--- config.mk ---
export PLATFORM = sky130hd
export DESIGN_NAME = wb_port_arbiter_flat
export DESIGN_NICKNAME = d
export VERILOG_FILES = /design/src/rtl/wb_port_arbiter_if.sv /design/src/rtl/wb_port_arbiter.sv /design/src/flat_wrapper.sv
export SDC_FILE = /design/constraint.sdc
export NUM_CORES = 1
export LEC_CHECK = 0
export ABC_AREA = 1
export BUFFER_PORTS_ARGS = -buffer_cell sky130_fd_sc_hd__buf_2
export CORE_ASPECT_RATIO = 1.75
export CORE_MARGIN = 10
export CORE_UTILIZATION = 40
export DETAILED_ROUTE_END_ITERATION = 10
export HOLD_SLACK_MARGIN = 0.05
export PLACE_DENSITY = 0.71
export RECOVER_POWER = 50
export SETUP_SLACK_MARGIN = 0.1
export SLEW_MARGIN = 10
export SYNTH_ARGS = -nofsm -noshare
export SYNTH_HDL_FRONTEND = slang
export SYNTH_SLANG_ARGS = --single-unit
--- constraint.sdc ---
create_clock -name clk_i -period 1.5 [get_ports clk_i]
set_input_delay 0.075 -clock clk_i [delete_from_list [all_inputs] [get_ports clk_i]]
set_output_delay 0.075 -clock clk_i [all_outputs]
set_load 0.02 [all_outputs]
--- src/rtl/wb_port_arbiter_if.sv ---
// Bus bundle between the MEM/WB stage, the MDU and the register-file write port.
// The slave modport is the arbiter's view; the master modport is the surrounding pipeline.
interface wb_port_arbiter_if #(
    parameter int unsigned XLEN     = 32,
    parameter int unsigned REG_BITS = 5
);
    logic                wb_regwrite;
    logic                wb_memtoreg;
    logic [XLEN-1:0]     wb_read_data;
    logic [XLEN-1:0]     wb_alu_result;
    logic [REG_BITS-1:0] wb_write_reg;
    logic                mdu_valid;
    logic                mdu_ready;
    logic [XLEN-1:0]     mdu_result;
    logic [REG_BITS-1:0] mdu_rd;
    logic                wb_stall;
    logic                rf_we;
    logic [REG_BITS-1:0] rf_waddr;
    logic [XLEN-1:0]     rf_wdata;
    logic                pend_valid;
    logic [REG_BITS-1:0] pend_rd;

    modport slave (
        input  wb_regwrite, wb_memtoreg, wb_read_data, wb_alu_result, wb_write_reg,
        input  mdu_valid, mdu_result, mdu_rd,
        output mdu_ready, wb_stall, rf_we, rf_waddr, rf_wdata, pend_valid, pend_rd
    );

    modport master (
        output wb_regwrite, wb_memtoreg, wb_read_data, wb_alu_result, wb_write_reg,
        output mdu_valid, mdu_result, mdu_rd,
        input  mdu_ready, wb_stall, rf_we, rf_waddr, rf_wdata, pend_valid, pend_rd
    );
endinterface

--- src/rtl/wb_port_arbiter.sv ---
// Arbitrates the single register-file write port between pipeline writeback and the MDU.
// The pipeline has priority; a 1-entry buffer holds MDU results and forces a drain after MAX_WAIT.
module wb_port_arbiter #(
    parameter int unsigned XLEN     = 32,
    parameter int unsigned REG_BITS = 5,
    parameter int unsigned MAX_WAIT = 4
) (
    input  logic             clk_i,
    input  logic             reset_i,
    wb_port_arbiter_if.slave bus
);
    localparam int unsigned CNT_W = 8;
    localparam logic [CNT_W-1:0] LAST_WAIT = CNT_W'(MAX_WAIT - 1);

    typedef enum logic [1:0] {
        IDLE  = 2'd0,
        HOLD  = 2'd1,
        FORCE = 2'd2
    } state_e;

    state_e              state_q, state_d;
    logic [XLEN-1:0]     buf_data_q, buf_data_d;
    logic [REG_BITS-1:0] buf_rd_q, buf_rd_d;
    logic [CNT_W-1:0]    wait_cnt_q, wait_cnt_d;

    logic                pipe_req_c;
    logic [XLEN-1:0]     pipe_wdata_c;
    logic                mdu_ready_c, wb_stall_c, pend_valid_c, rf_we_c;
    logic [REG_BITS-1:0] rf_waddr_c;
    logic [XLEN-1:0]     rf_wdata_c;

    assign pipe_req_c   = bus.wb_regwrite && (bus.wb_write_reg != '0);
    assign pipe_wdata_c = bus.wb_memtoreg ? bus.wb_read_data : bus.wb_alu_result;

    // Next state and port mux; reset blanks every output regardless of state.
    always_comb begin
        state_d      = state_q;
        buf_data_d   = buf_data_q;
        buf_rd_d     = buf_rd_q;
        wait_cnt_d   = wait_cnt_q;
        mdu_ready_c  = 1'b0;
        wb_stall_c   = 1'b0;
        pend_valid_c = 1'b0;
        rf_we_c      = pipe_req_c;
        rf_waddr_c   = bus.wb_write_reg;
        rf_wdata_c   = pipe_wdata_c;

        unique case (state_q)
            IDLE: begin
                mdu_ready_c = 1'b1;
                if (bus.mdu_valid && (bus.mdu_rd != '0)) begin
                    buf_data_d = bus.mdu_result;
                    buf_rd_d   = bus.mdu_rd;
                    wait_cnt_d = '0;
                    state_d    = HOLD;
                end
            end
            HOLD: begin
                pend_valid_c = 1'b1;
                if (!pipe_req_c) begin
                    rf_we_c    = 1'b1;
                    rf_waddr_c = buf_rd_q;
                    rf_wdata_c = buf_data_q;
                    buf_data_d = '0;
                    buf_rd_d   = '0;
                    wait_cnt_d = '0;
                    state_d    = IDLE;
                end else begin
                    wait_cnt_d = wait_cnt_q + CNT_W'(1);
                    if (wait_cnt_q == LAST_WAIT) begin
                        state_d = FORCE;
                    end
                end
            end
            FORCE: begin
                pend_valid_c = 1'b1;
                wb_stall_c   = 1'b1;
                rf_we_c      = 1'b1;
                rf_waddr_c   = buf_rd_q;
                rf_wdata_c   = buf_data_q;
                buf_data_d   = '0;
                buf_rd_d     = '0;
                wait_cnt_d   = '0;
                state_d      = IDLE;
            end
            default: begin
                state_d = IDLE;
            end
        endcase

        if (reset_i) begin
            mdu_ready_c  = 1'b0;
            wb_stall_c   = 1'b0;
            pend_valid_c = 1'b0;
            rf_we_c      = 1'b0;
            rf_waddr_c   = '0;
            rf_wdata_c   = '0;
        end
    end

    always_ff @(posedge clk_i) begin
        if (reset_i) begin
            state_q    <= IDLE;
            buf_data_q <= '0;
            buf_rd_q   <= '0;
            wait_cnt_q <= '0;
        end else begin
            state_q    <= state_d;
            buf_data_q <= buf_data_d;
            buf_rd_q   <= buf_rd_d;
            wait_cnt_q <= wait_cnt_d;
        end
    end

    assign bus.mdu_ready  = mdu_ready_c;
    assign bus.wb_stall   = wb_stall_c;
    assign bus.pend_valid = pend_valid_c;
    assign bus.pend_rd    = pend_valid_c ? buf_rd_q : '0;
    assign bus.rf_we      = rf_we_c;
    assign bus.rf_waddr   = rf_waddr_c;
    assign bus.rf_wdata   = rf_wdata_c;
endmodule
--- src/flat_wrapper.sv ---
// flat-port wrapper written by rule: the top's interface ports become plain ports
module wb_port_arbiter_flat 
#(
    parameter int unsigned XLEN     = 32,
    parameter int unsigned REG_BITS = 5,
    parameter int unsigned MAX_WAIT = 4
)
  (clk_i, reset_i, bus_wb_regwrite, bus_wb_memtoreg, bus_wb_read_data, bus_wb_alu_result, bus_wb_write_reg, bus_mdu_valid, bus_mdu_result, bus_mdu_rd, bus_mdu_ready, bus_wb_stall, bus_rf_we, bus_rf_waddr, bus_rf_wdata, bus_pend_valid, bus_pend_rd);
  wb_port_arbiter_if #(.XLEN(XLEN), .REG_BITS(REG_BITS)) bus_i ();
  input  logic clk_i;
  input  logic reset_i;
  input wire logic [$bits(bus_i.wb_regwrite)-1:0] bus_wb_regwrite;
  input wire logic [$bits(bus_i.wb_memtoreg)-1:0] bus_wb_memtoreg;
  input wire logic [$bits(bus_i.wb_read_data)-1:0] bus_wb_read_data;
  input wire logic [$bits(bus_i.wb_alu_result)-1:0] bus_wb_alu_result;
  input wire logic [$bits(bus_i.wb_write_reg)-1:0] bus_wb_write_reg;
  input wire logic [$bits(bus_i.mdu_valid)-1:0] bus_mdu_valid;
  input wire logic [$bits(bus_i.mdu_result)-1:0] bus_mdu_result;
  input wire logic [$bits(bus_i.mdu_rd)-1:0] bus_mdu_rd;
  output wire logic [$bits(bus_i.mdu_ready)-1:0] bus_mdu_ready;
  output wire logic [$bits(bus_i.wb_stall)-1:0] bus_wb_stall;
  output wire logic [$bits(bus_i.rf_we)-1:0] bus_rf_we;
  output wire logic [$bits(bus_i.rf_waddr)-1:0] bus_rf_waddr;
  output wire logic [$bits(bus_i.rf_wdata)-1:0] bus_rf_wdata;
  output wire logic [$bits(bus_i.pend_valid)-1:0] bus_pend_valid;
  output wire logic [$bits(bus_i.pend_rd)-1:0] bus_pend_rd;
  assign bus_i.wb_regwrite = bus_wb_regwrite;
  assign bus_i.wb_memtoreg = bus_wb_memtoreg;
  assign bus_i.wb_read_data = bus_wb_read_data;
  assign bus_i.wb_alu_result = bus_wb_alu_result;
  assign bus_i.wb_write_reg = bus_wb_write_reg;
  assign bus_i.mdu_valid = bus_mdu_valid;
  assign bus_i.mdu_result = bus_mdu_result;
  assign bus_i.mdu_rd = bus_mdu_rd;
  assign bus_mdu_ready = bus_i.mdu_ready;
  assign bus_wb_stall = bus_i.wb_stall;
  assign bus_rf_we = bus_i.rf_we;
  assign bus_rf_waddr = bus_i.rf_waddr;
  assign bus_rf_wdata = bus_i.rf_wdata;
  assign bus_pend_valid = bus_i.pend_valid;
  assign bus_pend_rd = bus_i.pend_rd;
  wb_port_arbiter #(.XLEN(XLEN), .REG_BITS(REG_BITS), .MAX_WAIT(MAX_WAIT)) u_core (.clk_i(clk_i), .reset_i(reset_i), .bus(bus_i));
endmodule
==> summary.md <==
| Metric | Value |
|---|---|
| Routed via count | `4,841` |
| Final Setup Violations | `slightly above 80` |
| Top post-synthesis cells by count | `nand2_1 (253), inv_1 (118), nor2_1 (63), dfxtp_1 (47), nand4_1 (40)` |
| Initial antenna violation count | `2` |
| Data arrival, critical path | `1790 ps` |
| Post-synthesis mux area share | `9.412%` |
| Post-CTS Hold Fix Bufs | `0` |
| Routed wire per std cell | `around 16 um` |
| IO Count | `around 160` |
| First-pass GRT wire length | `20.55 mm` |
| Dominant cell type by area after synthesis | `nand2_1` |
| Simple-gate share of the synthesized area | `between 40% and 50%` |
| DR iter-0 viols | `251` |
| Chip height | `149.4 um` |
| Worst Tran Pin Value | `554.7 ps` |
| Hpwl dp | `9.390 mm` |
| Starting Density | `40.69%` |
| Area share of the largest cell type after synthesis | `24.80%` |
| Slew Viols, Final | `0` |
| Dpl cells | `932` |
| Final Routed Wirelength | `between 15 and 20 mm` |
| Overall Power | `0.009068 W` |
| Final Util | `69.18%` |
| Synth Instances | `674` |
| Clk_lat worst skew | `about 290 ps` |
| Worst VDD drop | `0.8099 mV` |
| CTS sink cnt | `47` |
| CTS tree | `done` |
| RSZ-0062 raised after global routing | `yes` |
| HP Class | `input pin to flip-flop` |
| Final hold vios | `0` |
| Number of CTS-inserted buffers | `5` |
| Setup Skew | `5.605 ps` |
| Die Span X | `93.96 um` |
| Adder-Cell Fraction of Synth Area | `1.634%` |
| Setup WS pre-CTS | `-4.930 ps` |
| Remaining antenna violation count after routing | `0` |
| Main synth FF type | `dfxtp_1` |
| Tmin final | `between 1500 and 2000 ps` |
| Final WS setup | `-363.0 ps` |
| Kind of critical path | `flip-flop to output port` |
| Clk buf depth | `2` |
| Netlist cell types | `21` |
| Clk pin slew, worst setup/hold paths | `60 ps` |
| Period utilization | `124.2%` |
| Top post-synthesis cells by area | `nand2_1 (25%), dfxtp_1 (25%), inv_1 (12%)` |
| Via density | `4.955` |
| Xor/xnor share of the synthesized area | `0%` |
| IO buf count | `156` |
| Layout area overhead | `70.00%` |
| Share of cells above drive strength 1 | `a little under half` |
| Finished Layout Cells | `977` |
| Filler instances | `765` |
| Vias in the first global route | `4,380` |
| Max_slew headroom | `63.02%` |
| Compound-gate portion of the synthesized area | `5.229%` |
| Die area | `~14,000 sq um` |
| DRC | `0` |
| Mapped Area | `~3800 sq um` |
| Post-synth EDFFs | `0` |
| Net Count, Synth | `790` |
| Status | `finished with violations` |
| CP Launch Type | `flip-flop` |
| Largest family of logic cells by synthesized area | `simple AND/OR/NAND/NOR gates` |
| Core Rows | `47` |
| Seq/Total Area, Yosys | `24.58%` |
| Average size of a mapped cell | `5.681 sq um` |
| Violated checks | `setup timing` |
| Pleak | `3.522 nW` |
| Router iterations before antenna repair | `5` |
| Remaining Overflow, GRT | `0` |
| #FFs+latches synth | `47` |
| Crit path max fanout | `6` |
| Maxcap violations | `0` |
| WP data required | `between 1000 and 1500 ps` |
| Synth async-reset ratio | `0%` |
| H-tree levels | `2` |
| Cell with the most instances after synthesis | `nand2_1` |
| Critical Path Sink Type | `output port` |
| Ys Warns | `0` |
| PD cells | `1393 nW/um^2` |
| Placer Congestion | `0.8405` |
| Largest net degree at the start of global routing | `34` |
| GR Util All Layers | `17.67%` |
| Max Fclk | `0.5368 GHz` |
| CTS Root Cell | `clkbuf_16` |
| Core area | `~9400 sq um` |
| Fin nets | `968` |
placed cells by master, fill, tap and decap left out, types with 18 or more instances in the layout:
cell type    n
buf_6       50
dfxtp_1     45
inv_2       23
nand2_1    173
nand2_2     65
clkbuf_16   18
nor2_1      56
nand4_1     40
buf_2      111
buf_4       18
mux2_2      27
inv_1       99
a21oi_2     31
sequential cells by signal, summed over array words and instances (netlist names):
signal,count
u_core.wait_cnt_q,8
u_core.buf_data_q,32
u_core.buf_rd_q,5
u_core.state_q,2
metrics by stage:
| stage | TNS [ps] | hold WS [ps] | instance area [sq um] |
|---|---|---|---|
| after global placement | 0 | 373.2 | 5032 |
| after detailed placement | -7.164 | 380.4 | 5032 |
| final | -16340 | 67.97 | 6509 |
| after floorplan | -208.3 | 185.2 | 4036 |
| after CTS | -13430 | 67.11 | 5609 |
| after global routing | -21190 | 107.8 | 6509 |
per-layer routing:
layer	global-route usage [%]	routed length, um
met1	17.84	5338
met2	32.74	8395
met3	4.062	1013
met4	8.397	682
met5	0	0
final cells by class:
class                   count  area (sq um)  share of cell area [%]
multi-input cells         455          2698                   41.45
repair buffers            215          2043                   31.39
well taps                 122         152.6                   2.345
flip-flops and latches     47         945.9                   14.53
diodes                      2         5.005                 0.07689
clock buffers               8         156.4                   2.403
inverters                 128         508.0                   7.805
worst paths after layout:
path                             start                    to  slack (ps)  cells past startpoint
hold / removal                 reset_i  u_core.wait_cnt_q[4]          70                      2
setup / recovery     u_core.state_q[0]      bus_rf_wdata[15]        -360                      9
setup reg to reg     u_core.state_q[0]    u_core.buf_rd_q[4]        -130                     10
hold reg to reg   u_core.wait_cnt_q[0]  u_core.wait_cnt_q[0]         490                      2
cell families (layout without fill, tap and decap cells):
| family | Yosys count | in the layout |
|---|---|---|
| fa+ha+maj | 5 | 5 |
| buf+inv | 172 | 351 |
| mux | 32 | 32 |
| simple gates | 378 | 378 |
| other cells | 0 | 2 |
| compound gates | 40 | 40 |
| flops | 47 | 47 |
where the power goes:
group / total (W) / switching, W / leakage (nW) / internal (W)
Combinational: 0.00614 / 0.00321 / 3.06 / 0.00293
Sequential: 0.00175 / 0.000185 / 0.389 / 0.00156
Clock: 0.00118 / 0.000473 / 0.0772 / 0.000710
Total: 0.00907 / 0.00386 / 3.52 / 0.00520
what timing repair did:
| item | 4_1_cts | 5_1_grt |
|---|---|---|
| pin swaps | 14 | 81 |
| resized for setup | 91 | 159 |
| setup buffers | 5 | 12 |
| setup endpoints to repair | 84 | 89 |
| cloned | 4 | 15 |
critical path: stages (launching register included):
cell and delay [ps]:
dfxtp_4 380, inv_4 50, ha_4 320, buf_12 150, clkbuf_16 150, nand2_2 60
inv_2 60, nand2_2 50, a21oi_2 140, buf_6 130
(Power assumes the default switching activity.)
